## src/rtl/cmd_pkg.sv

```systemverilog
// Shared types and widths for the command receiver slice.
package cmd_pkg;
  localparam int unsigned CMD_W  = 16;
  localparam int unsigned BYTE_W = 8;

  typedef enum logic {IDLE, WAIT_LB} rx_state_t;
  typedef enum logic {TX_IDLE, TX_BUSY} tx_state_t;
endpackage

```

## src/rtl/cmd_receiver_uart.sv

```systemverilog
// Bit-level 8N1 UART transceiver: rx_rdy is sticky until clr_rx_rdy, tx_done pulses once per byte.
module UART
  import cmd_pkg::*;
#(
  parameter int unsigned BAUD_DIV = 2604
) (
  input  logic              clk,
  input  logic              rst_n,
  input  logic              RX,
  output logic              TX,
  output logic              rx_rdy,
  input  logic              clr_rx_rdy,
  output logic [BYTE_W-1:0] rx_data,
  input  logic              trmt,
  input  logic [BYTE_W-1:0] tx_data,
  output logic              tx_done
);
  localparam int unsigned BW = $clog2(BAUD_DIV);
  localparam logic [BW-1:0] BAUD_LAST = BW'(BAUD_DIV - 1);
  localparam logic [BW-1:0] BAUD_HALF = BW'(BAUD_DIV / 2 - 1);

  logic              tx_busy_q, tx_busy_d;
  logic [9:0]        tx_shift_q, tx_shift_d;
  logic [BW-1:0]     tx_baud_q, tx_baud_d;
  logic [3:0]        tx_bit_q, tx_bit_d;
  logic              tx_done_q, tx_done_d;

  logic [1:0]        rx_sync_q;
  logic              rx_s;
  logic              rx_busy_q, rx_busy_d;
  logic [BW-1:0]     rx_baud_q, rx_baud_d;
  logic [3:0]        rx_bit_q, rx_bit_d;
  logic [8:0]        rx_shift_q, rx_shift_d;
  logic              rx_rdy_q, rx_rdy_d;
  logic [BYTE_W-1:0] rx_data_q, rx_data_d;

  assign rx_s    = rx_sync_q[1];
  assign TX      = tx_shift_q[0];
  assign tx_done = tx_done_q;
  assign rx_rdy  = rx_rdy_q;
  assign rx_data = rx_data_q;

  // Shifting ones in behind the frame leaves the line idle-high once the stop bit is out.
  always_comb begin
    tx_busy_d  = tx_busy_q;
    tx_shift_d = tx_shift_q;
    tx_baud_d  = tx_baud_q;
    tx_bit_d   = tx_bit_q;
    tx_done_d  = 1'b0;
    if (!tx_busy_q) begin
      if (trmt) begin
        tx_busy_d  = 1'b1;
        tx_shift_d = {1'b1, tx_data, 1'b0};
        tx_baud_d  = '0;
        tx_bit_d   = '0;
      end
    end else if (tx_baud_q == BAUD_LAST) begin
      tx_baud_d  = '0;
      tx_shift_d = {1'b1, tx_shift_q[9:1]};
      if (tx_bit_q == 4'd9) begin
        tx_busy_d = 1'b0;
        tx_done_d = 1'b1;
      end else begin
        tx_bit_d = tx_bit_q + 4'd1;
      end
    end else begin
      tx_baud_d = tx_baud_q + 1'b1;
    end
  end

  // Samples at mid-bit: half a period after the start edge, then every full period.
  always_comb begin
    rx_busy_d  = rx_busy_q;
    rx_baud_d  = rx_baud_q;
    rx_bit_d   = rx_bit_q;
    rx_shift_d = rx_shift_q;
    rx_data_d  = rx_data_q;
    rx_rdy_d   = clr_rx_rdy ? 1'b0 : rx_rdy_q;
    if (!rx_busy_q) begin
      if (!rx_s) begin
        rx_busy_d = 1'b1;
        rx_baud_d = BAUD_HALF;
        rx_bit_d  = '0;
      end
    end else if (rx_baud_q == '0) begin
      rx_baud_d = BAUD_LAST;
      rx_bit_d  = rx_bit_q + 4'd1;
      if (rx_bit_q == 4'd0 && rx_s) begin
        rx_busy_d = 1'b0;
      end else if (rx_bit_q == 4'd9) begin
        rx_busy_d = 1'b0;
        rx_data_d = rx_shift_q[8:1];
        rx_rdy_d  = 1'b1;
      end else begin
        rx_shift_d = {rx_s, rx_shift_q[8:1]};
      end
    end else begin
      rx_baud_d = rx_baud_q - 1'b1;
    end
  end

  always_ff @(posedge clk or negedge rst_n) begin
    if (!rst_n) begin
      tx_busy_q  <= 1'b0;
      tx_shift_q <= '1;
      tx_baud_q  <= '0;
      tx_bit_q   <= '0;
      tx_done_q  <= 1'b0;
      rx_sync_q  <= '1;
      rx_busy_q  <= 1'b0;
      rx_baud_q  <= '0;
      rx_bit_q   <= '0;
      rx_shift_q <= '0;
      rx_rdy_q   <= 1'b0;
      rx_data_q  <= '0;
    end else begin
      tx_busy_q  <= tx_busy_d;
      tx_shift_q <= tx_shift_d;
      tx_baud_q  <= tx_baud_d;
      tx_bit_q   <= tx_bit_d;
      tx_done_q  <= tx_done_d;
      rx_sync_q  <= {rx_sync_q[0], RX};
      rx_busy_q  <= rx_busy_d;
      rx_baud_q  <= rx_baud_d;
      rx_bit_q   <= rx_bit_d;
      rx_shift_q <= rx_shift_d;
      rx_rdy_q   <= rx_rdy_d;
      rx_data_q  <= rx_data_d;
    end
  end
endmodule

```

## src/rtl/cmd_receiver.sv

```systemverilog
// Assembles 16-bit commands (high byte first) from the UART and returns one response byte.
// Optional low-byte timeout is built when CMD_RX_TIMEOUT_EN is defined.
module cmd_receiver
  import cmd_pkg::*;
#(
  parameter int unsigned TIMEOUT_CLKS = 1000000,
  parameter int unsigned BAUD_DIV     = 2604
) (
  input  logic              clk,
  input  logic              rst_n,
  input  logic              RX,
  output logic              TX,
  output logic [CMD_W-1:0]  cmd,
  output logic              cmd_rdy,
  input  logic              clr_cmd_rdy,
  input  logic [BYTE_W-1:0] resp,
  input  logic              send_resp,
  output logic              resp_sent,
  output logic              frame_err
);
  logic              rx_rdy, clr_rx_rdy, tx_done;
  logic [BYTE_W-1:0] rx_data;

  rx_state_t         rx_state_q, rx_state_d;
  logic [BYTE_W-1:0] hb_q, hb_d;
  logic [CMD_W-1:0]  cmd_q, cmd_d;
  logic              cmd_rdy_q, cmd_rdy_d;

  tx_state_t         tx_state_q, tx_state_d;
  logic              trmt_q, trmt_d;
  logic [BYTE_W-1:0] tx_data_q, tx_data_d;
  logic              resp_sent_q, resp_sent_d;

`ifdef CMD_RX_TIMEOUT_EN
  localparam int unsigned TW = $clog2(TIMEOUT_CLKS);
  localparam logic [TW-1:0] TO_LAST = TW'(TIMEOUT_CLKS - 1);
  logic [TW-1:0] to_cnt_q, to_cnt_d;
  logic          frame_err_q, frame_err_d;
  assign frame_err = frame_err_q;
`else
  assign frame_err = 1'b0;
`endif

  assign cmd       = cmd_q;
  assign cmd_rdy   = cmd_rdy_q;
  assign resp_sent = resp_sent_q;

  UART #(.BAUD_DIV(BAUD_DIV)) u_uart (
    .clk        (clk),
    .rst_n      (rst_n),
    .RX         (RX),
    .TX         (TX),
    .rx_rdy     (rx_rdy),
    .clr_rx_rdy (clr_rx_rdy),
    .rx_data    (rx_data),
    .trmt       (trmt_q),
    .tx_data    (tx_data_q),
    .tx_done    (tx_done)
  );

  // clr_rx_rdy stays combinational so the same byte is never seen twice by the FSM.
  always_comb begin
    rx_state_d = rx_state_q;
    hb_d       = hb_q;
    cmd_d      = cmd_q;
    cmd_rdy_d  = clr_cmd_rdy ? 1'b0 : cmd_rdy_q;
    clr_rx_rdy = 1'b0;
`ifdef CMD_RX_TIMEOUT_EN
    to_cnt_d    = to_cnt_q;
    frame_err_d = 1'b0;
`endif
    unique case (rx_state_q)
      IDLE: begin
        if (rx_rdy) begin
          hb_d       = rx_data;
          clr_rx_rdy = 1'b1;
          cmd_rdy_d  = 1'b0;
          rx_state_d = WAIT_LB;
`ifdef CMD_RX_TIMEOUT_EN
          to_cnt_d   = '0;
`endif
        end
      end
      WAIT_LB: begin
        if (rx_rdy) begin
          cmd_d      = {hb_q, rx_data};
          cmd_rdy_d  = 1'b1;
          clr_rx_rdy = 1'b1;
          rx_state_d = IDLE;
        end
`ifdef CMD_RX_TIMEOUT_EN
        else if (to_cnt_q == TO_LAST) begin
          hb_d        = '0;
          frame_err_d = 1'b1;
          rx_state_d  = IDLE;
        end else begin
          to_cnt_d = to_cnt_q + 1'b1;
        end
`endif
      end
      default: rx_state_d = IDLE;
    endcase
  end

  always_comb begin
    tx_state_d  = tx_state_q;
    trmt_d      = 1'b0;
    tx_data_d   = tx_data_q;
    resp_sent_d = resp_sent_q;
    unique case (tx_state_q)
      TX_IDLE: begin
        if (send_resp) begin
          tx_data_d   = resp;
          trmt_d      = 1'b1;
          resp_sent_d = 1'b0;
          tx_state_d  = TX_BUSY;
        end
      end
      TX_BUSY: begin
        if (tx_done) begin
          resp_sent_d = 1'b1;
          tx_state_d  = TX_IDLE;
        end
      end
      default: tx_state_d = TX_IDLE;
    endcase
  end

  always_ff @(posedge clk or negedge rst_n) begin
    if (!rst_n) begin
      rx_state_q  <= IDLE;
      hb_q        <= '0;
      cmd_q       <= '0;
      cmd_rdy_q   <= 1'b0;
      tx_state_q  <= TX_IDLE;
      trmt_q      <= 1'b0;
      tx_data_q   <= '0;
      resp_sent_q <= 1'b0;
`ifdef CMD_RX_TIMEOUT_EN
      to_cnt_q    <= '0;
      frame_err_q <= 1'b0;
`endif
    end else begin
      rx_state_q  <= rx_state_d;
      hb_q        <= hb_d;
      cmd_q       <= cmd_d;
      cmd_rdy_q   <= cmd_rdy_d;
      tx_state_q  <= tx_state_d;
      trmt_q      <= trmt_d;
      tx_data_q   <= tx_data_d;
      resp_sent_q <= resp_sent_d;
`ifdef CMD_RX_TIMEOUT_EN
      to_cnt_q    <= to_cnt_d;
      frame_err_q <= frame_err_d;
`endif
    end
  end
endmodule

```

## config.mk

```make
export PLATFORM = sky130hd
export DESIGN_NAME = cmd_receiver
export DESIGN_NICKNAME = d
export VERILOG_FILES = /design/src/rtl/cmd_pkg.sv /design/src/rtl/cmd_receiver_uart.sv /design/src/rtl/cmd_receiver.sv
export SDC_FILE = /design/constraint.sdc
export NUM_CORES = 1
export LEC_CHECK = 0
export BUFFER_PORTS_ARGS = -buffer_cell sky130_fd_sc_hd__buf_4
export CAP_MARGIN = 20
export CORE_MARGIN = 8
export CORE_UTILIZATION = 40
export CTS_BUF_LIST = sky130_fd_sc_hd__clkbuf_4 sky130_fd_sc_hd__clkbuf_8 sky130_fd_sc_hd__clkbuf_16
export DETAILED_ROUTE_END_ITERATION = 7
export GPL_TIMING_DRIVEN = 0
export PLACE_DENSITY = 0.55
export SKIP_CTS_REPAIR_TIMING = 1
export SLEW_MARGIN = 25
export SYNTH_ARGS = -nofsm -noshare
export SYNTH_HDL_FRONTEND = slang
export SYNTH_SLANG_ARGS = --single-unit
```

## constraint.sdc

```tcl
create_clock -name clk -period 5.5 [get_ports clk]
set_input_delay 1.375 -clock clk [delete_from_list [all_inputs] [get_ports clk]]
set_output_delay 1.375 -clock clk [all_outputs]
set_load 0.02 [all_outputs]
```

Word-level counts from Yosys, hierarchy flattened --
Cells that the tools add are included.
Storage, ports and cells: bits of input ports 13, flip-flop bits (word level) 102, output and inout bits 20
Operators by class: muxes and demuxes 47, add/sub/neg operators 4, reduce and logical (&&, ||, !) cells 13, bitwise operators 4, equal/unequal tests 9
Operator list (number):
- $mux 12 | 6
- $mux 10 | 3
- $mux 4 | 7
- $mux 1 | 27
- $add 12x1->12 const B | 1
- $eq 12x12->1 const B | 1
- $logic_not 12->1 | 1
- $reduce_and 2->1 | 6
- $sub 12x1->12 const B | 1
- $ne 2x2->1 const B | 5
- $add 4x1->4 const B | 2
- $eq 4x4->1 const B | 2
- $pmux 1 s2 | 4
- $reduce_and 4->1 | 2
- $logic_not 4->1 | 1
- $not 1->1 | 4
- $reduce_and 3->1 | 1
- $ne 2x1->1 const B | 1
- $reduce_bool 2->1 | 1
- $logic_and 1x1->1 | 1

Longest topological paths before layout --
Gate-level depths: netlist of run 1.
word-level depth 6, depth in mapped cells 7

Modules after synthesis --
From an unflattened synthesis of run 1, not the netlist that was laid out.
Second synthesis, totals: cells, all modules 397, area, all modules 4630.7 um^2
By module, submodules not included:
- UART | cells each 309, area each 3185.6 um^2, sequential area each 1590.3 um^2, instances 1
- cmd_receiver | cells each 88, area each 1445.1 um^2, sequential area each 925.9 um^2, instances 1

Worst setup path after synthesis of run 1 --
OpenSTA, ideal clock, no wires.
path type input -> register, from in send_resp, to reg tx_data_q[0], arrival 2.135 ns, data required time 5.375 ns, slack 3.240 ns, stages 3, buffers on the path 1, path through nor2b_1 > clkbuf_1 > mux2_2
Between the ends: cells in the longest elaborated chain, start to end 1
RTL lines:
- start: declaration | line cmd_receiver.sv:17 | input logic send_resp,
- $reduce_and 2->1 (no source line)
- end signal: assignment | line cmd_receiver.sv:150 | tx_data_q <= tx_data_d;
- end: declaration | line cmd_receiver.sv:31 | logic [BYTE_W-1:0] tx_data_q, tx_data_d;
Every way passes these cells. A chain may end at the register's enable or synchronous reset.

Worst setup path after layout of run 1 --
from reg u_uart.tx_shift_q[0], to out TX
RTL lines:
- start: declaration | line cmd_receiver_uart.sv:23 | logic [9:0] tx_shift_q, tx_shift_d;
- start signal: assignment | line cmd_receiver_uart.sv:118 | tx_shift_q <= tx_shift_d;
- end: declaration | line cmd_receiver.sv:12 | output logic TX,
No word-level cell between the ends.

==> results of run 1 <==
## worst reg2reg max path, cell delays in order, from the launching register on
cell	delay (ns)
sky130_fd_sc_hd__dfrtp_1	0.41
sky130_fd_sc_hd__inv_1	0.11
sky130_fd_sc_hd__ha_1	0.16
sky130_fd_sc_hd__nor3b_2	0.40
sky130_fd_sc_hd__nand4_4	0.20
sky130_fd_sc_hd__or3_1	0.37
sky130_fd_sc_hd__buf_6	0.16
sky130_fd_sc_hd__mux2_4	0.30
## per-stage QoR
| step | std cells | instance area, um^2 |
|---|---|---|
| 2_1_floorplan | 385 | 4540 |
| 3_3_place_gp | 559 | 4950 |
| 3_5_place_dp | 559 | 4950 |
| 4_1_cts | 575 | 5270 |
| 5_1_grt | 575 | 5270 |
| 6_report | 575 | 5270 |
## cell usage after synthesis (2+ instances only)
master / instances / area, um^2
sky130_fd_sc_hd__a21oi_1: 15 / 75.1
sky130_fd_sc_hd__a31o_2: 3 / 26.3
sky130_fd_sc_hd__a31oi_1: 9 / 56.3
sky130_fd_sc_hd__and2_1: 2 / 12.5
sky130_fd_sc_hd__and3_1: 3 / 18.8
sky130_fd_sc_hd__and4_1: 2 / 17.5
sky130_fd_sc_hd__clkbuf_1: 18 / 67.6
sky130_fd_sc_hd__dfrtp_1: 89 / 2230
sky130_fd_sc_hd__dfstp_2: 11 / 289
sky130_fd_sc_hd__ha_1: 10 / 125
sky130_fd_sc_hd__inv_1: 25 / 93.8
sky130_fd_sc_hd__mux2_2: 40 / 450
sky130_fd_sc_hd__mux2_4: 8 / 120
sky130_fd_sc_hd__nand2_1: 22 / 82.6
sky130_fd_sc_hd__nand2b_1: 2 / 12.5
sky130_fd_sc_hd__nand3_1: 18 / 90.1
sky130_fd_sc_hd__nand3b_1: 2 / 15.0
sky130_fd_sc_hd__nand4_1: 5 / 31.3
sky130_fd_sc_hd__nand4b_1: 2 / 17.5
sky130_fd_sc_hd__nor2_1: 15 / 56.3
sky130_fd_sc_hd__nor2b_1: 2 / 12.5
sky130_fd_sc_hd__nor3_1: 3 / 15.0
sky130_fd_sc_hd__nor4_1: 3 / 18.8
sky130_fd_sc_hd__nor4_4: 2 / 42.5
sky130_fd_sc_hd__nor4bb_1: 2 / 20.0
sky130_fd_sc_hd__o211a_1: 2 / 20.0
sky130_fd_sc_hd__o211ai_1: 6 / 45.0
sky130_fd_sc_hd__o21ai_0: 15 / 75.1
sky130_fd_sc_hd__o22ai_1: 8 / 50.1
sky130_fd_sc_hd__o311ai_0: 2 / 17.5
sky130_fd_sc_hd__o31ai_1: 4 / 30.0
sky130_fd_sc_hd__or3_1: 4 / 25.0
sky130_fd_sc_hd__xor2_1: 5 / 43.8
## sequential cells by signal, indices dropped and copies added, names as in the netlist, 2 cells and up
register,flops
u_uart.rx_sync_q,2
u_uart.rx_shift_q,8
u_uart.tx_baud_q,12
u_uart.rx_data,8
u_uart.rx_bit_q,4
cmd,16
u_uart.tx_bit_q,4
hb_q,8
tx_data_q,8
u_uart.tx_shift_q,9
u_uart.rx_baud_q,12
## cell type report
class | count | area (um^2) | area share (%)
clock inverter | 6 | 88.8 | 1.68
sequential | 100 | 2520 | 47.7
clock buffer | 10 | 233 | 4.41
tap | 143 | 179 | 3.39
buffer | 20 | 86.3 | 1.64
inverter | 25 | 93.8 | 1.78
timing repair buffer | 31 | 236 | 4.48
multi-input combinational | 240 | 1840 | 34.9
## report_power, final
part | internal, W | leakage, nW | switching (W)
registers | 0.000780 | 1.29 | 0.0000331
clock network | 0.000404 | 0.152 | 0.000270
logic | 0.0000480 | 0.981 | 0.0000727
## logic make-up (layout without fill, tap and decap cells)
logic type,count (synthesis),after routing,share of synthesized area (%)
buf+inv,45,92,3.97
xor+xnor,6,6,1.16
fa+ha+maj,10,10,2.76
mux,49,49,12.8
flops,100,100,55.5
simple gates,100,100,13.1
compound gates,74,74,10.7
other cells,1,1,0.0827
## final timing paths
check	start	end	slack (ns)	depth (start not counted)
setup / recovery	u_uart.tx_shift_q[0]	TX	3.11	1
hold / removal	u_uart.rx_sync_q[0]	u_uart.rx_sync_q[1]	0.36	0
setup reg to reg	u_uart.rx_baud_q[0]	u_uart.rx_data[2]	3.29	7
hold reg to reg	u_uart.rx_sync_q[0]	u_uart.rx_sync_q[1]	0.36	0
max in group asynchronous	rst_n	cmd_rdy	3.76	1
min in group asynchronous	rst_n	u_uart.tx_baud_q[0]	1.12	1
## routing by layer
layer	global-route usage, %	routed length, um
met5	0	0
met1	17.4	4310
met3	2.85	303
met4	4.80	129
met2	18.1	3880
==> load_flow_metrics.sql, run 1 <==
INSERT INTO impl_metrics (metric_group, metric, value, unit) VALUES
('sta', 'final_max_slew_viol_count', '0', ''),
('layout', 'antenna_cells', '0', ''),
('synth', 'synth_edf_count', '0', ''),
('global_routing', 'global_route.overflow_total', '0', ''),
('critical_path', 'critical_path.cell_chain', 'buf_4', ''),
('sta', 'grt_setup_unrepaired', 'no', ''),
('synth', 'mappedNetlistNets', '408', ''),
('floorplan', 'dieHeight', '123', 'um'),
('sta', 'finalHoldViolCount', '0', ''),
('placement', 'placer_congestion_estimate', '0.771', ''),
('synth', 'mappedNetlistArea', '4540', 'um^2'),
('sta', 'final_min_period_over_clock_period', '43.5', '%'),
('layout', 'mostFrequentLayoutCell', 'sky130_fd_sc_hd__dfrtp_1', ''),
('synth', 'synth_seq_cells', '100', ''),
('floorplan', 'boundaryPins', '33', ''),
('sta', 'relSlewSlack', '40.0', '%'),
('routing', 'detailed_routing_iteration_count_for_the_pre_antenna_repair_pass', '4', ''),
('sta', 'period_needed', '2.39', 'ns'),
('outcome', 'status', 'finished, final reports clean', ''),
('power_and_ir_drop', 'leakage_power_summed_over_all_cells', '2.42', 'nW'),
('sta', 'fin_hold_ws', '0.357', 'ns'),
('critical_path', 'crit_type', 'reg -> out', ''),
('placement', 'place.port_buffers', '31', ''),
('power_and_ir_drop', 'power', '0.00161', 'W'),
('layout', 'fillers', '1028', ''),
('sta', 'skew', '0.00588', 'ns'),
('floorplan', 'die-width', '123', 'um'),
('routing', 'vias', '3025', ''),
('clock_tree', 'cts_inserted_buffers', '9', ''),
('worst_hold_path', 'holdCritPathClass', 'reg -> reg', ''),
('routing', 'antenna_left', '0', ''),
('placement', 'pre_cts_slack', '2.96', 'ns'),
('clock_tree', 'ctsLongestPathBuffers', '2', ''),
('sta', 'setup_ws', '3.11', 'ns'),
('placement', 'place.detailed.hpwl', '5.88', 'mm'),
('routing', 'route.final.wire_length', '8.62', 'mm'),
('layout', 'drive_above_1_share', '27.5', '%'),
('synth', 'syn_area_per_cell', '11.8', 'um^2'),
('sta', 'setup_total_negative_slack', '0', 'ns'),
('critical_path', 'crit_arrival', '1.02', 'ns'),
('floorplan', 'core.rowCount', '39', ''),
('layout', 'final_cell_mix', 'sky130_fd_sc_hd__dfrtp_1 (89), sky130_fd_sc_hd__mux2_2 (40), sky130_fd_sc_hd__buf_4 (31)', ''),
('synth', 'ys_async_sr_fraction', '100', '%'),
('power_and_ir_drop', 'vdd_ir_drop_max', '0.137', 'mV'),
('synth', 'yosys_most_used_dff', 'sky130_fd_sc_hd__dfrtp_1', ''),
('routing', 'viasPerCell', '5.26', ''),
('global_routing', 'grt_first_pass_wirelength', '14.9', 'mm'),
('power_and_ir_drop', 'powerDensity', '305', 'nW/um^2'),
('job', 'max_cap_viol_count', '0', ''),
('clock_tree', 'tritoncts', 'yes', ''),
('routing', 'number_of_design_rule_violations_left_by_the_first_detailed_router_iteration', '206', ''),
('critical_path', 'crit_required', '4.12', 'ns'),
('global_routing', 'overall_global_routing_resource_usage', '12.4', '%'),
('clock_tree', 'clock-sinks', '100', ''),
('sta', 'setup-violations-final', '0', ''),
('critical_path', 'crit_family', 'flip-flops', ''),
('layout', 'nNetsFinal', '450', ''),
('global_routing', 'number_of_global_route_vias_before_repair', '2942', ''),
('clock_tree', 'worstSkewPairLatency', '0.34', 'ns'),
('critical_path', 'crit_buf_inv', '1', ''),
('sta', 'timing.fmax', '418', 'MHz'),
('critical_path', 'worst_path_largest_cell_delay', '0.54', 'ns'),
('global_routing', 'largest_net_degree_at_the_start_of_global_routing', '101', ''),
('critical_path', 'largest_driver_fanout_on_the_critical_path', '3', ''),
('critical_path', 'worst_setup_path_start_kind', 'flop', ''),
('floorplan', 'core', '11200', 'um^2'),
('clock_tree', 'cts_htree_levels', '3', ''),
('synth', 'synth.yosys.warnings', '0', ''),
('synth', 'ys_types', '59', ''),
('synth', 'sequential_element_share_of_the_synthesized_area', '55.5', '%'),
('clock_tree', 'cts.reportedPaths.clkPinSlew', '0.07', 'ns'),
('critical_path', 'slowest_cp_cell', 'sky130_fd_sc_hd__dfstp_2', ''),
('clock_tree', 'cts-root-buf', 'sky130_fd_sc_hd__clkbuf_16', ''),
('synth', 'netlist_instances', '385', ''),
('layout', 'layout-area-overhead-vs-synth', '16.2', '%'),
('floorplan', 'initial_core_util', '40.4', '%'),
('floorplan', 'floorplan.die_area', '15000', 'um^2'),
('sta', 'max_slew.worst_pin.slew', '0.900', 'ns'),
('layout', 'post-route-util', '47.0', '%'),
('critical_path', 'timing.critical_path.to_type', 'primary output', ''),
('global_routing', 'initial_antenna_violation_count', '0', ''),
('routing', 'avgRoutedWirePerCell', '15.0', 'um'),
('routing', 'drc_errors', '0', '');
Note: power is estimated with default switching activity, not from simulation.
==> run 2, diff against run 1 <==
--- a/config.mk
+++ b/config.mk
@@ -5,6 +5,7 @@
 export SDC_FILE = /design/constraint.sdc
 export NUM_CORES = 1
 export LEC_CHECK = 0
+export ABC_AREA = 1
 export BUFFER_PORTS_ARGS = -buffer_cell sky130_fd_sc_hd__buf_4
 export CAP_MARGIN = 20
 export CORE_MARGIN = 8
@@ -12,7 +13,7 @@
 export CTS_BUF_LIST = sky130_fd_sc_hd__clkbuf_4 sky130_fd_sc_hd__clkbuf_8 sky130_fd_sc_hd__clkbuf_16
 export DETAILED_ROUTE_END_ITERATION = 7
 export GPL_TIMING_DRIVEN = 0
-export PLACE_DENSITY = 0.55
+export PLACE_DENSITY = 0.57
 export SKIP_CTS_REPAIR_TIMING = 1
 export SLEW_MARGIN = 25
 export SYNTH_ARGS = -nofsm -noshare
==> constraint.sdc (replaced) <==
create_clock -name clk -period 2.1 [get_ports clk]
set_input_delay 0.525 -clock clk [delete_from_list [all_inputs] [get_ports clk]]
set_output_delay 0.525 -clock clk [all_outputs]
set_load 0.02 [all_outputs]
==> load_flow_metrics.sql, run 2 <==
INSERT INTO impl_metrics (metric_group, metric, value, unit) VALUES
('critical_path', 'critical_path.reg2reg.startpoint', 'u_uart.rx_rdy', ''),
('sta', 'relSlewSlack', '41.2', '%'),
('synth', 'synth.top_cell.area_share', '47.2', '%'),
('routing', 'avgRoutedWirePerCell', '12.6', 'um'),
('synth', 'synth_edf_count', '0', ''),
('layout', 'nNetsFinal', '589', ''),
('sta', 'setup_total_negative_slack', '0', 'ns'),
('layout', 'layout-area-overhead-vs-synth', '14.8', '%'),
('power_and_ir_drop', 'powerDensity', '659', 'nW/um^2'),
('global_routing', 'grt_first_pass_wirelength', '15.9', 'mm'),
('layout', 'post-route-util', '47.3', '%'),
('sta', 'period_needed', '1.63', 'ns'),
('sta', 'fin_hold_ws', '0.289', 'ns'),
('synth', 'yosys.cell_count.top_type', 'sky130_fd_sc_hd__nand2_1', ''),
('placement', 'placer_congestion_estimate', '0.883', ''),
('critical_path', 'crit_arrival', '1.86', 'ns'),
('routing', 'vias', '3407', ''),
('critical_path', 'crit_type', 'reg -> reg', ''),
('critical_path', 'largest_driver_fanout_on_the_critical_path', '10', ''),
('sta', 'max_slew.worst_pin.slew', '0.882', 'ns'),
('synth', 'mappedNetlistNets', '547', ''),
('floorplan', 'die-width', '125', 'um'),
('sta', 'grt_setup_unrepaired', 'no', ''),
('critical_path', 'crit_required', '2.33', 'ns'),
('critical_path', 'timing.critical_path.to_type', 'flop', ''),
('sta', 'setup_ws', '0.469', 'ns'),
('floorplan', 'core', '11500', 'um^2'),
('synth', 'synth.yosys.warnings', '0', ''),
('layout', 'antenna_cells', '0', ''),
('critical_path', 'endpoint', 'cmd[3]', ''),
('critical_path', 'setup.reg_to_reg.worst_slack', '0.47', 'ns'),
('clock_tree', 'cts.reportedPaths.clkPinSlew', '0.07', 'ns'),
('critical_path', 'worst_setup_path_start_kind', 'flop', ''),
('placement', 'place_area', '5140', 'um^2'),
('clock_tree', 'cts_htree_levels', '3', ''),
('layout', 'drive_above_1_share', '19.3', '%'),
('sta', 'final_max_slew_viol_count', '0', ''),
('synth', 'ys_async_sr_fraction', '100', '%'),
('floorplan', 'core.rowCount', '39', ''),
('synth', 'ys_types', '37', ''),
('synth', 'sequential_element_share_of_the_synthesized_area', '53.3', '%'),
('synth', 'mappedNetlistArea', '4720', 'um^2'),
('global_routing', 'global_route.overflow_total', '0', ''),
('global_routing', 'number_of_global_route_vias_before_repair', '3359', ''),
('synth', 'syn_area_per_cell', '9.01', 'um^2'),
('sta', 'skew', '0.00761', 'ns'),
('power_and_ir_drop', 'leakage_power_summed_over_all_cells', '2.58', 'nW'),
('placement', 'place.port_buffers', '31', ''),
('sta', 'final_min_period_over_clock_period', '77.7', '%'),
('synth', 'synth_top_cells_by_count', 'sky130_fd_sc_hd__nand2_1 (146), sky130_fd_sc_hd__dfrtp_1 (89), sky130_fd_sc_hd__inv_1 (61)', ''),
('outcome', 'status', 'finished, final reports clean', ''),
('sta', 'finalHoldViolCount', '0', ''),
('layout', 'final_cell_mix', 'sky130_fd_sc_hd__nand2_1 (146), sky130_fd_sc_hd__dfrtp_1 (89), sky130_fd_sc_hd__inv_1 (61)', ''),
('synth', 'synth_top_cells_by_area', 'sky130_fd_sc_hd__dfrtp_1 (47%), sky130_fd_sc_hd__nand2_1 (12%), sky130_fd_sc_hd__dfstp_2 (6.1%)', ''),
('clock_tree', 'worstSkewPairLatency', '0.34', 'ns'),
('routing', 'number_of_design_rule_violations_left_by_the_first_detailed_router_iteration', '192', ''),
('layout', 'largest_register_ffs', '16', ''),
('clock_tree', 'clock-sinks', '100', ''),
('synth', 'synth_seq_cells', '100', ''),
('synth', 'netlist_instances', '524', ''),
('critical_path', 'worstRegToRegCells', '4', ''),
('worst_hold_path', 'holdCritPathClass', 'in -> async', ''),
('power_and_ir_drop', 'vdd_ir_drop_max', '0.529', 'mV'),
('layout', 'mostFrequentLayoutCell', 'sky130_fd_sc_hd__nand2_1', ''),
('routing', 'drc_errors', '0', ''),
('synth', 'yosys_most_used_dff', 'sky130_fd_sc_hd__dfrtp_1', ''),
('sta', 'timing.fmax', '613', 'MHz'),
('clock_tree', 'cts_inserted_buffers', '9', ''),
('routing', 'detailed_routing_iteration_count_for_the_pre_antenna_repair_pass', '4', ''),
('routing', 'route.final.wire_length', '9.02', 'mm'),
('floorplan', 'dieHeight', '125', 'um'),
('clock_tree', 'tritoncts', 'yes', ''),
('placement', 'place.detailed.hpwl', '6.30', 'mm'),
('floorplan', 'floorplan.die_area', '15500', 'um^2'),
('layout', 'design_area', '5420', 'um^2'),
('global_routing', 'largest_net_degree_at_the_start_of_global_routing', '101', ''),
('job', 'max_cap_viol_count', '0', ''),
('clock_tree', 'cts-root-buf', 'sky130_fd_sc_hd__clkbuf_16', ''),
('placement', 'pre_cts_slack', '0.440', 'ns'),
('floorplan', 'boundaryPins', '33', ''),
('sta', 'setup-violations-final', '0', ''),
('clock_tree', 'ctsLongestPathBuffers', '2', ''),
('routing', 'antenna_left', '0', ''),
('floorplan', 'initial_core_util', '41.2', '%'),
('synth', 'synth_top_area_cell', 'sky130_fd_sc_hd__dfrtp_1', ''),
('critical_path', 'timing_startpoint_of_the_critical_path', 'u_uart.rx_rdy', ''),
('critical_path', 'critical_path.reg2reg.endpoint', 'cmd[3]', ''),
('global_routing', 'overall_global_routing_resource_usage', '12.0', '%'),
('routing', 'viasPerCell', '4.77', ''),
('global_routing', 'initial_antenna_violation_count', '0', '');
-- run 2: cell count changes after synthesis, moves of 7 or more --
cell / delta
sky130_fd_sc_hd__o21ai_0: +14
sky130_fd_sc_hd__clkbuf_1: -13
sky130_fd_sc_hd__nand3_1: +14
sky130_fd_sc_hd__nand2_1: +124
sky130_fd_sc_hd__a31oi_1: -9
sky130_fd_sc_hd__nor2_1: +24
sky130_fd_sc_hd__inv_1: +36
sky130_fd_sc_hd__mux2_4: -8
sky130_fd_sc_hd__mux2_2: -32
sky130_fd_sc_hd__a21oi_1: -7
sky130_fd_sc_hd__o21ai_2: +17
-- run 2: worst max-delay path: stages (launching register included) --
cell                       delay, ns
sky130_fd_sc_hd__dfrtp_1        0.44
sky130_fd_sc_hd__ha_1           0.17
sky130_fd_sc_hd__clkbuf_1       0.25
sky130_fd_sc_hd__buf_2          0.29
sky130_fd_sc_hd__mux2_2         0.37
-- run 2: worst min-delay path by stage --
stage / start / endpoint / slack (ns) / cells after the start
CTS: RX / u_uart.rx_sync_q[0] / 0.27 / 1
floorplan: rst_n / cmd[0] / 0.23 / 0
finish: rst_n / u_uart.tx_baud_q[9] / 0.29 / 1
detailed placement: u_uart.rx_sync_q[0] / u_uart.rx_sync_q[1] / 0.35 / 0
global placement: u_uart.rx_sync_q[0] / u_uart.rx_sync_q[1] / 0.35 / 0
global route: RX / u_uart.rx_sync_q[0] / 0.28 / 1
-- run 2: layout make-up --
type                            instances  area, um^2
Fill cell                            1114        6040
Clock buffer                            9         225
Timing Repair Buffer                   31         236
Multi-Input combinational cell        349        1900
Tap cell                              143         179
Buffer                                 13        78.8
Inverter                               62         233
Sequential cell                       100        2520
Clock inverter                          7        58.8
-- run 2: per-layer routing --
| metal | track usage (%) | share of wire [%] | routed length [um] | vias up |
|---|---|---|---|---|
| li1 | - | - | - | 1754 |
| met1 | 15.8 | 50 | 4470 | 1609 |
| met2 | 18.7 | 46 | 4160 | 35 |
| met3 | 3.02 | 3.1 | 276 | 9 |
| met4 | 3.83 | 1.2 | 110 | 0 |
| met5 | 0 | 0 | 0 | - |
-- run 2: logic make-up (layout without fill, tap and decap cells) --
family / count (synthesis) / count (layout) / synth area share, %
multiplexers: 14 / 14 / 3.18
AND/OR/NAND/NOR: 247 / 247 / 23.3
XOR/XNOR: 11 / 11 / 2.04
buffers and inverters: 75 / 122 / 6.60
flip-flops: 100 / 100 / 53.3
AO/OA/AOI/OAI: 66 / 66 / 8.87
other: 1 / 1 / 0.0794
adder cells (fa/ha/maj): 10 / 10 / 2.65
-- run 2: report_power, final --
| group | switching (W) | total, W | internal (W) |
|---|---|---|---|
| logic | 0.0000428 | 0.0000595 | 0.0000167 |
| clock network | 0.000763 | 0.00158 | 0.000821 |
| registers | 0.00000123 | 0.00193 | 0.00193 |
-- run 2: per-stage QoR --
step           power (W)  instances
6_report         0.00357        714
5_1_grt          0.00369        714
4_1_cts          0.00363        714
3_5_place_dp     0.00203        698
3_3_place_gp     0.00203        698
2_1_floorplan    0.00197        524
==> run 3, diff against run 2 <==
--- a/config.mk
+++ b/config.mk
@@ -5,7 +5,7 @@
 export SDC_FILE = /design/constraint.sdc
 export NUM_CORES = 1
 export LEC_CHECK = 0
-export ABC_AREA = 1
+export ABC_AREA = 0
 export BUFFER_PORTS_ARGS = -buffer_cell sky130_fd_sc_hd__buf_4
 export CAP_MARGIN = 20
 export CORE_MARGIN = 8
==> constraint.sdc (replaced) <==
create_clock -name clk -period 1.3 [get_ports clk]
set_input_delay 0.325 -clock clk [delete_from_list [all_inputs] [get_ports clk]]
set_output_delay 0.325 -clock clk [all_outputs]
set_load 0.02 [all_outputs]
==> load_flow_metrics.sql, run 3 (same netlist as run 1, synthesis figures left out) <==
INSERT INTO impl_metrics (metric_group, metric, value, unit) VALUES
('worst_hold_path', 'holdCritPathClass', 'in -> async', ''),
('critical_path', 'crit_family', 'simple AND/OR/NAND/NOR gates', ''),
('floorplan', 'boundaryPins', '33', ''),
('critical_path', 'worst_setup_path_start_kind', 'flop', ''),
('layout', 'nNetsFinal', '478', ''),
('power_and_ir_drop', 'leakage_power_summed_over_all_cells', '2.69', 'nW'),
('sta', 'period_needed', '1.99', 'ns'),
('layout', 'fillers', '994', ''),
('global_routing', 'overall_global_routing_resource_usage', '12.7', '%'),
('power_and_ir_drop', 'power', '0.00690', 'W'),
('floorplan', 'core.rowCount', '39', ''),
('sta', 'relSlewSlack', '39.6', '%'),
('job', 'max_cap_viol_count', '0', ''),
('outcome', 'status', 'complete, but fails checks', ''),
('layout', 'drive_above_1_share', '46.7', '%'),
('floorplan', 'initial_core_util', '40.4', '%'),
('floorplan', 'floorplan.die_area', '15000', 'um^2'),
('floorplan', 'dieHeight', '123', 'um'),
('power_and_ir_drop', 'powerDensity', '1150', 'nW/um^2'),
('clock_tree', 'cts-root-buf', 'sky130_fd_sc_hd__clkbuf_16', ''),
('power_and_ir_drop', 'sequentialPowerShare', '51.2', '%'),
('power_and_ir_drop', 'power_frac_clock', '36.7', '%'),
('critical_path', 'crit_type', 'reg -> reg', ''),
('layout', 'antenna_cells', '0', ''),
('sta', 'setup-violations-final', '59', ''),
('critical_path', 'critical_path.reg2reg.endpoint', 'u_uart.rx_data[4]', ''),
('routing', 'avgRoutedWirePerCell', '15.8', 'um'),
('routing', 'vias', '3206', ''),
('critical_path', 'crit_required', '1.53', 'ns'),
('power_and_ir_drop', 'power_switching', '0.00179', 'W'),
('routing', 'antenna_left', '0', ''),
('power_and_ir_drop', 'vdd_ir_drop_max', '0.773', 'mV'),
('critical_path', 'timing.critical_path.to_type', 'flop', ''),
('floorplan', 'core', '11200', 'um^2'),
('layout', 'final_cell_mix', 'sky130_fd_sc_hd__dfrtp_1 (78), sky130_fd_sc_hd__buf_4 (57), sky130_fd_sc_hd__mux2_2 (30)', ''),
('routing', 'route.final.wire_length', '9.55', 'mm'),
('layout', 'multi_input_comb_area', '2210', 'um^2'),
('critical_path', 'setup.reg_to_reg.worst_slack', '-0.69', 'ns'),
('placement', 'pre_cts_slack', '-0.809', 'ns'),
('sta', 'final_max_slew_viol_count', '0', ''),
('clock_tree', 'cts_inserted_buffers', '9', ''),
('layout', 'mostFrequentLayoutCell', 'sky130_fd_sc_hd__dfrtp_1', ''),
('outcome', 'violations', 'negative setup slack', ''),
('clock_tree', 'tritoncts', 'yes', ''),
('global_routing', 'global_route.overflow_total', '0', ''),
('clock_tree', 'ctsLongestPathBuffers', '2', ''),
('critical_path', 'largest_driver_fanout_on_the_critical_path', '9', ''),
('sta', 'setup_ws', '-0.686', 'ns'),
('sta', 'skew', '0.00767', 'ns'),
('placement', 'placer_congestion_estimate', '0.809', ''),
('power_and_ir_drop', 'internal_power', '0.00511', 'W'),
('layout', 'largest_register_ffs', '16', ''),
('routing', 'drc_errors', '0', ''),
('sta', 'finalHoldViolCount', '0', ''),
('clock_tree', 'worstSkewPairLatency', '0.35', 'ns'),
('layout', 'layout.area.seq', '2530', 'um^2'),
('critical_path', 'worstRegToRegCells', '6', ''),
('global_routing', 'number_of_global_route_vias_before_repair', '3091', ''),
('critical_path', 'slowest_cp_cell', 'sky130_fd_sc_hd__or3_4', ''),
('floorplan', 'die-width', '123', 'um'),
('routing', 'viasPerCell', '5.32', ''),
('clock_tree', 'cts_htree_levels', '3', ''),
('critical_path', 'critical_path.reg2reg.startpoint', 'u_uart.rx_baud_q[0]', ''),
('sta', 'setup_total_negative_slack', '-22.08', 'ns'),
('global_routing', 'initial_antenna_violation_count', '0', ''),
('layout', 'post-route-util', '53.5', '%'),
('sta', 'grt_setup_unrepaired', 'yes', ''),
('placement', 'place.detailed.hpwl', '5.98', 'mm'),
('critical_path', 'crit_buf_inv', '1', ''),
('sta', 'timing.fmax', '504', 'MHz'),
('critical_path', 'crit_arrival', '2.22', 'ns'),
('clock_tree', 'cts.reportedPaths.clkPinSlew', '0.07', 'ns'),
('critical_path', 'critical_path.cell_chain', 'inv_2, ha_1, nor3b_4, nand4_4, or3_4, mux2_4', ''),
('power_and_ir_drop', 'p_comb_share', '12.0', '%'),
('global_routing', 'largest_net_degree_at_the_start_of_global_routing', '101', ''),
('critical_path', 'worst_path_largest_cell_delay', '0.46', 'ns'),
('sta', 'final_min_period_over_clock_period', '153', '%'),
('sta', 'max_slew.worst_pin.slew', '0.906', 'ns'),
('layout', 'layout-area-overhead-vs-synth', '32.3', '%'),
('power_and_ir_drop', 'swShare', '25.9', '%'),
('global_routing', 'grt_first_pass_wirelength', '15.3', 'mm'),
('routing', 'number_of_design_rule_violations_left_by_the_first_detailed_router_iteration', '149', ''),
('routing', 'detailed_routing_iteration_count_for_the_pre_antenna_repair_pass', '4', ''),
('clock_tree', 'clock-sinks', '100', ''),
('placement', 'place.port_buffers', '31', '');
## run 3: cell types whose count changed in the layout (fill, tap and decap cells not counted), moves of 15 or more
cell	delta
sky130_fd_sc_hd__mux2_4	+18
sky130_fd_sc_hd__o21ai_2	-15
sky130_fd_sc_hd__o21ai_0	-19
sky130_fd_sc_hd__nand3_1	-18
sky130_fd_sc_hd__inv_1	-37
sky130_fd_sc_hd__mux2_2	+22
sky130_fd_sc_hd__nand2_1	-125
sky130_fd_sc_hd__buf_4	+24
sky130_fd_sc_hd__nor2_1	-26
## run 3: how the worst max path moves through the flow
stage	from	endpoint	slack, ns	depth (start not counted)
2_1_floorplan	u_uart.rx_baud_q[6]	u_uart.rx_data[0]	-0.63	5
3_3_place_gp	u_uart.rx_baud_q[6]	u_uart.rx_data[0]	-0.79	5
3_5_place_dp	u_uart.rx_baud_q[6]	u_uart.rx_data[1]	-0.81	5
4_1_cts	u_uart.rx_baud_q[6]	u_uart.rx_data[1]	-0.81	5
5_1_grt	u_uart.rx_baud_q[0]	u_uart.rx_shift_q[4]	-0.77	6
6_report	u_uart.rx_baud_q[0]	u_uart.rx_data[4]	-0.69	6
## run 3: worst register-to-register path, cell delays in order, from the launching register on
cell and delay [ns]:
sky130_fd_sc_hd__dfrtp_1 0.41, sky130_fd_sc_hd__inv_2 0.08, sky130_fd_sc_hd__ha_1 0.14, sky130_fd_sc_hd__nor3b_4 0.29, sky130_fd_sc_hd__nand4_4 0.18, sky130_fd_sc_hd__or3_4 0.46
sky130_fd_sc_hd__mux2_4 0.33
## run 3: routing by layer
metal  vias up  GRT usage, %  routed length, um  part of all wire [%]
met4         0          7.08                192                   2.0
met1      1606          16.5               4510                    47
met2        57          19.5               4450                    47
met5         -             0                  0                     0
li1       1528             -                  -                     -
met3        15          2.81                392                   4.1
## run 3: cell type report
cell class / instances / area share, %
Inverter: 25 / 1.56
Timing Repair Buffer: 63 / 9.11
Clock inverter: 5 / 0.626
Buffer: 16 / 2.65
Multi-Input combinational cell: 240 / 36.8
Clock buffer: 11 / 4.11
Tap cell: 143 / 2.98
Sequential cell: 100 / 42.2
## run 3: per-stage QoR
stage	instance area, um^2	hold slack (ns)	std cells
after floorplan	4650	0.0294	385
after global placement	5060	0.346	559
after detailed placement	5070	0.351	559
after CTS	5350	0.0697	575
after global routing	6000	0.0725	603
final	6000	0.0699	603
## run 3: power groups by stage
stage / logic, W / registers [W] / clock network [W]
floorplan: 0.000387 / 0.00347 / 0
finish: 0.000831 / 0.00354 / 0.00253
detailed placement: 0.000567 / 0.00351 / 0
CTS: 0.000569 / 0.00346 / 0.00261
global route: 0.000918 / 0.00356 / 0.00274
global placement: 0.000543 / 0.00351 / 0
